===== src/rtl/mem_stage_lsu.sv =====
// rtl/mem_stage_lsu.sv - OTTER memory-stage load/store unit (req/ack bus, optional LSU_TIMEOUT_EN abort)
module mem_stage_lsu #(
    parameter int unsigned TIMEOUT_CYCLES = 255
) (
    input  logic        CLK,
    input  logic        RST_N,
    input  logic        MemValidM,
    input  logic        MemReadM,
    input  logic        MemWriteM,
    input  logic [31:0] ALUResultM,
    input  logic [31:0] WriteDataM,
    input  logic [1:0]  MemSizeM,
    input  logic        MemSignM,
    output logic        MEM_REQ,
    output logic        MEM_WE,
    output logic [31:0] MEM_ADDR,
    output logic [3:0]  MEM_BE,
    output logic [31:0] MEM_WDATA,
    input  logic        MEM_ACK,
    input  logic [31:0] MEM_RDATA,
    output logic [31:0] ReadDataM,
    output logic        StallM,
    output logic        MisalignM,
    output logic        BusErrM
);

    localparam logic [1:0] S_IDLE = 2'd0;
    localparam logic [1:0] S_REQ  = 2'd1;
    localparam logic [1:0] S_DONE = 2'd2;

    logic [1:0]  state_q, state_d;
    logic        req_q, we_q;
    logic [31:0] addr_q, wdata_q, rdata_q;
    logic [3:0]  be_q;
    logic [1:0]  size_q, off_q;
    logic        sign_q;

    logic        access, misalign, issue, timeout_hit;
    logic [3:0]  be_d;
    logic [31:0] wdata_d, shifted, load_ext;

    assign access = MemValidM & (MemReadM | MemWriteM);

    always_comb begin
        misalign = 1'b0;
        be_d     = 4'b1111;
        wdata_d  = WriteDataM;
        case (MemSizeM)
            2'b00: begin
                be_d    = 4'b0001 << ALUResultM[1:0];
                wdata_d = {4{WriteDataM[7:0]}};
            end
            2'b01: begin
                misalign = ALUResultM[0];
                be_d     = 4'b0011 << ALUResultM[1:0];
                wdata_d  = {2{WriteDataM[15:0]}};
            end
            default: misalign = |ALUResultM[1:0];
        endcase
    end

    assign issue     = (state_q == S_IDLE) & access & ~misalign;
    assign StallM    = issue | (state_q == S_REQ);
    assign MisalignM = (state_q == S_IDLE) & access & misalign;

    // Size/sign/offset are captured at issue so extraction never depends on the frozen E-to-M register.
    always_comb begin
        shifted  = MEM_RDATA >> {off_q, 3'b000};
        load_ext = shifted;
        case (size_q)
            2'b00:   load_ext = sign_q ? {24'b0, shifted[7:0]}  : {{24{shifted[7]}}, shifted[7:0]};
            2'b01:   load_ext = sign_q ? {16'b0, shifted[15:0]} : {{16{shifted[15]}}, shifted[15:0]};
            default: load_ext = shifted;
        endcase
    end

`ifdef LSU_TIMEOUT_EN
    localparam int unsigned CNT_W = (TIMEOUT_CYCLES < 2) ? 1 : $clog2(TIMEOUT_CYCLES + 1);
    logic [CNT_W-1:0] cnt_q;
    logic             bus_err_q;

    assign timeout_hit = (state_q == S_REQ) & ~MEM_ACK & (cnt_q == CNT_W'(TIMEOUT_CYCLES - 1));
    assign BusErrM     = bus_err_q;

    always_ff @(posedge CLK or negedge RST_N) begin
        if (!RST_N) begin
            cnt_q     <= '0;
            bus_err_q <= 1'b0;
        end else begin
            bus_err_q <= timeout_hit;
            if (state_q == S_REQ && !MEM_ACK && !timeout_hit)
                cnt_q <= cnt_q + 1'b1;
            else
                cnt_q <= '0;
        end
    end
`else
    localparam int unsigned UNUSED_TIMEOUT = TIMEOUT_CYCLES;
    assign timeout_hit = 1'b0;
    assign BusErrM     = 1'b0;
`endif

    always_comb begin
        state_d = state_q;
        case (state_q)
            S_IDLE:  if (issue) state_d = S_REQ;
            S_REQ:   if (MEM_ACK || timeout_hit) state_d = S_DONE;
            default: state_d = S_IDLE;
        endcase
    end

    always_ff @(posedge CLK or negedge RST_N) begin
        if (!RST_N) begin
            state_q <= S_IDLE;
            req_q   <= 1'b0;
            we_q    <= 1'b0;
            addr_q  <= '0;
            be_q    <= '0;
            wdata_q <= '0;
            size_q  <= '0;
            off_q   <= '0;
            sign_q  <= 1'b0;
            rdata_q <= '0;
        end else begin
            state_q <= state_d;
            if (issue) begin
                req_q   <= 1'b1;
                we_q    <= MemWriteM;
                addr_q  <= {ALUResultM[31:2], 2'b00};
                be_q    <= be_d;
                wdata_q <= wdata_d;
                size_q  <= MemSizeM;
                off_q   <= ALUResultM[1:0];
                sign_q  <= MemSignM;
            end else if (state_q == S_REQ) begin
                if (MEM_ACK) begin
                    req_q <= 1'b0;
                    if (!we_q)
                        rdata_q <= load_ext;
                end else if (timeout_hit) begin
                    req_q   <= 1'b0;
                    rdata_q <= '0;
                end
            end
        end
    end

    assign MEM_REQ   = req_q;
    assign MEM_WE    = we_q;
    assign MEM_ADDR  = addr_q;
    assign MEM_BE    = be_q;
    assign MEM_WDATA = wdata_q;
    assign ReadDataM = rdata_q;

endmodule

===== config.mk =====
export PLATFORM = sky130hd
export DESIGN_NAME = mem_stage_lsu
export DESIGN_NICKNAME = d
export VERILOG_FILES = /design/src/rtl/mem_stage_lsu.sv
export SDC_FILE = /design/constraint.sdc
export NUM_CORES = 1
export LEC_CHECK = 0
export ABC_AREA = 1
export CAP_MARGIN = 10
export CELL_PAD_IN_SITES_DETAIL_PLACEMENT = 1
export CELL_PAD_IN_SITES_GLOBAL_PLACEMENT = 2
export CORE_MARGIN = 2
export CORE_UTILIZATION = 21
export DETAILED_ROUTE_END_ITERATION = 10
export PLACE_DENSITY_LB_ADDON = 0.2
export SYNTH_ARGS = -nofsm -noshare
export SYNTH_HDL_FRONTEND = slang
export SYNTH_SLANG_ARGS = --single-unit

===== constraint.sdc =====
create_clock -name CLK -period 1.35 [get_ports CLK]
set_input_delay 0.2025 -clock CLK [delete_from_list [all_inputs] [get_ports CLK]]
set_output_delay 0.2025 -clock CLK [all_outputs]
set_load 0.01 [all_outputs]

* Word level (Yosys, flattened, before mapping)
Index checks and enable logic that the tools add are counted.
** Storage, ports and cells
- Register bits after elaboration :: 107
- Input port bits :: 105
- Output and inout port bits :: 105
- Logic and storage cells :: 48
** Operators by class
- Equality and inequality tests :: 5
- Shifts and indexed selects :: 3
- Multiplexer cells :: 12
- Bitwise logic cells :: 9
- Reduce and logical (&&, ||, !) cells :: 9
** Operators by type and width (number)
- $pmux W32 S2 :: 2
- $mux W32 :: 2
- $shr A32 B5 Y32 :: 1
- $pmux W4 S2 :: 1
- $eq A2 B1 Y1 const B :: 3
- $logic_not A2 Y1 :: 3
- $and A1 B1 Y1 :: 4
- $mux W2 :: 2
- $ne A2 B2 Y1 const B :: 2
- $pmux W2 S2 :: 1
- $reduce_and A2 Y1 :: 2
- $reduce_and A4 Y1 :: 1
- $reduce_bool A2 Y1 :: 2
- $shl A1 B2 Y4 const A :: 1
- $shl A2 B2 Y4 const A :: 1
- $mux W1 :: 3
- $not A1 Y1 :: 3
- $or A1 B1 Y1 :: 2
- $pmux W1 S2 :: 1
- $reduce_or A2 Y1 :: 1

* Depth between registers and ports, before layout
- Depth in word-level cells :: 6
- Depth in mapped cells :: 9
- Gate-level depth less buffers :: 8

* Worst setup path after synthesis
No wires, ideal clock.
- Kind :: register to output
- Start :: register state_q[0]
- End :: output port StallM
- Arrival time :: 1157 ps
- Data required time :: 1148 ps
- Setup slack :: -9 ps
- Stages on the path, launching flop included :: 9
- Buffers on the path :: 3
- Cells stage by stage :: dfrtp_1 nor2_1 nand2_1 nor2_1 nand2_1 buf_6 buf_6 buf_6 nand2_1
** On the way
- Longest elaborated chain between the ends :: 4
- Elaborated cells on any way between the ends :: 5
- Classes of those cells :: 1 x eq/ne; 3 x bitwise; 1 x reduce/logical
** RTL lines
- start, declared :: RTL line 31 : logic [1:0] state_q, state_d;
- start signal, assigned :: RTL line 125 : state_q <= state_d;
- $logic_not A2 Y1 :: RTL line 62 : assign issue = (state_q == S_IDLE) & access & ~misalign;
- $and A1 B1 Y1 (2 in series) :: RTL line 62
- $or A1 B1 Y1 (*) :: RTL line 63 : assign StallM = issue | (state_q == S_REQ);
- end, declared :: RTL line 22 : output logic StallM,
Mark *: on every way between the ends. The rest lies on a longest branch, timed or not.

* Final worst setup path
Same ends and word-level chain as after synthesis.

==> flow_summary.ini <==
[layout]
area_growth_pct = 74.0
final_common_cell = nand2_1
drive_gt1_frac = 0.216
diodes = 0
final_cell_mix = nand2_1, dfrtp_1, clkdlybuf4s50_1
fin_nets = 1046
finalNonFillerCells = 1270
utilization = 0.371

[global_routing]
grt_overflow = 0
grt_util_met2 = 0.278
antenna_found_initial = 0
grt_pass1_wl_um = 32900
top_usage_layer = met2
grt_use_met3 = 0.0627
grt_start_max_net_pins = 66
grt.met1_usage = 0.197
grt_pass1_vias = 5910
grt_util_all_layers = 0.163

[worst_setup_path]
critical_path.endpoint = StallM
r2r_end = MEM_WDATA[22]
crit_top_cell = nor2_2
cp_max_fo = 4
critical_path.slowest_cell = dfrtp_1
r2r_slack_ns = -0.26
cp.arrival_ns = 1.42
crit_chain = nor2_2, nand2_1, nor2_2, nand2_4, nand2_2, buf_6
path_class = register to output port
worst_setup_path_end_kind = output port
required_ns = 1.15
startpoint = state_q[0]
timing.rr.start = state_q[0]
start_kind = register
reg2regPathDepth = 9
cpPeakStageDelay_ns = 0.42

[power_and_ir_drop]
p_per_area_mw_per_mm2 = 1550
peakVddDrop_v = 0.000566
p_leak_nw = 4.70

[clock_tree]
clockBufferDepth = 2
htreeDepth = 3
clkSinkCount = 107
cts_tree = built
cts-root-buf = clkbuf_16
clk_pin_slew_worst_paths_ns = 0.09
clk_latency_ns = 0.37
numCtsBuffers = 9

[drt]
drc = 0
drt_pre_antenna_iters = 4
drt_iter0_drc = 187
wirelength_um = 22000
via_per_inst = 4.30
vias = 5464
wl_per_cell_um = 17.3
final_antenna_net_count = 0

[flow_run]
drv_cap = 0

[sta]
post-route-period-util = 1.20
post-route-min-period_ns = 1.62
rsz0062_at_grt = true
hold_viol_final = 0
fmax_mhz = 617
hold_ws_ns = 0.362
drv_slew = 0
timing.final.ws_setup_ns = -0.272
skew_ns = 0.0169
setup_viol = 106

[place]
dpl.hpwl_um = 14800
dp.cells = 1226
port_buffers = 206
dp_slack_ns = -0.560
place_congestion = 0.773

[synth]
yosysSeqAreaShare = 0.517
netlist_area_mm2 = 0.00518
syn_avg_cell_area_um2 = 7.65
synth_cell_types = 23
yosysWarnings = 0
syn-instance-count = 677
synth_seq_cells = 107

[floorplanning]
die_w_um = 161
die_area_mm2 = 0.0259
num_rows = 57
pin_count = 210
start_util = 0.213
core_area_mm2 = 0.0242
fp.dieH_um = 161

[hold_path]
hp-class = primary input to register

[status]
violations = setup timing
status = finished with violations
worst max-delay path: cells and delay by family, from the launching register on:
kind / cells / cell delay, ns
DFF: 1 / 0.42
buffers and inverters: 1 / 0.10
and+or+nand+nor: 5 / 0.53
registers in the layout (all words and copies together) (netlist names):
signal and cells:
off_q 2, ReadDataM 32, MEM_WE 1, sign_q 1, MEM_REQ 1, MEM_WDATA 32, state_q 2, size_q 2
MEM_BE 4, MEM_ADDR 30
power breakdown:
group / leakage (nW) / total [W] / internal, W / switching [W]
Combinational: 3.20 / 0.00612 / 0.00294 / 0.00318
Clock: 0.153 / 0.00294 / 0.00149 / 0.00145
Sequential: 1.35 / 0.00494 / 0.00428 / 0.000667
Total: 4.70 / 0.0140 / 0.00871 / 0.00529
area by class of cell:
type | count | area (µm²)
multi-input combinational | 508 | 2430
clock buffer | 9 | 225
tap | 324 | 405
inverter | 23 | 88.8
timing repair buffer | 292 | 3090
sequential | 107 | 2680
fill | 2860 | 15200
clock inverter | 7 | 90.1
synth_stat cells, drive strengths merged:
cell type,instances,area (µm²)
buf,36,269
a21oi,18,90.1
a21o,1,7.51
dfrtp,107,2680
nand2,362,1360
nor2,15,83.8
o211ai,3,22.5
o21ai,56,280
nand4,1,12.5
inv,23,88.8
clkbuf,5,18.8
o21a,1,7.51
nand3,48,250
conb,1,3.75
routing by layer:
| metal | wire, µm | up-vias |
|---|---|---|
| met5 | 0 | - |
| met4 | 234 | 0 |
| met3 | 1850 | 15 |
| met2 | 10800 | 155 |
| met1 | 9170 | 2637 |
| li1 | - | 2657 |
what timing repair did:
action | CTS | global route
gates cloned | 8 | 7
hold endpoints to repair | 107 | 0
pin swaps | 6 | 11
buffers inserted | 10 | 6
gates resized for setup | 155 | 87
setup endpoints to repair | 206 | 106
hold buffers | 1 | 0
per-stage QoR:
step                total power (W)  TNS [ns]  instance area (µm²)
global placement             0.0112    -47.52                 7940
global route                 0.0150    -28.18                 9010
detailed placement           0.0113    -49.74                 7940
CTS                          0.0139    -18.52                 8610
floorplan                   0.00753         0                 5190
finish                       0.0140    -21.15                 9010
kinds of logic after synthesis:
group / count (synthesis) / share of synthesized area
buffers and inverters: 64 / 0.0728
AOI/OAI and AO/OA: 79 / 0.0788
DFF: 107 / 0.517
and+or+nand+nor: 426 / 0.330
other: 1 / 0.000724
how the worst min path moves through the flow:
| stage | start | cells past startpoint | endpoint | slack [ns] |
|---|---|---|---|---|
| final | ALUResultM[5] | 3 | MEM_ADDR[5] | 0.36 |
| after global routing | ALUResultM[27] | 3 | MEM_ADDR[27] | 0.37 |
| after global placement | RST_N | 2 | ReadDataM[2] | 0.22 |
| after detailed placement | RST_N | 2 | ReadDataM[3] | 0.22 |
| after floorplan | RST_N | 0 | MEM_ADDR[10] | -0.09 |
| after CTS | ALUResultM[9] | 3 | MEM_ADDR[9] | 0.35 |
Note: power is estimated with default switching activity, not from simulation.
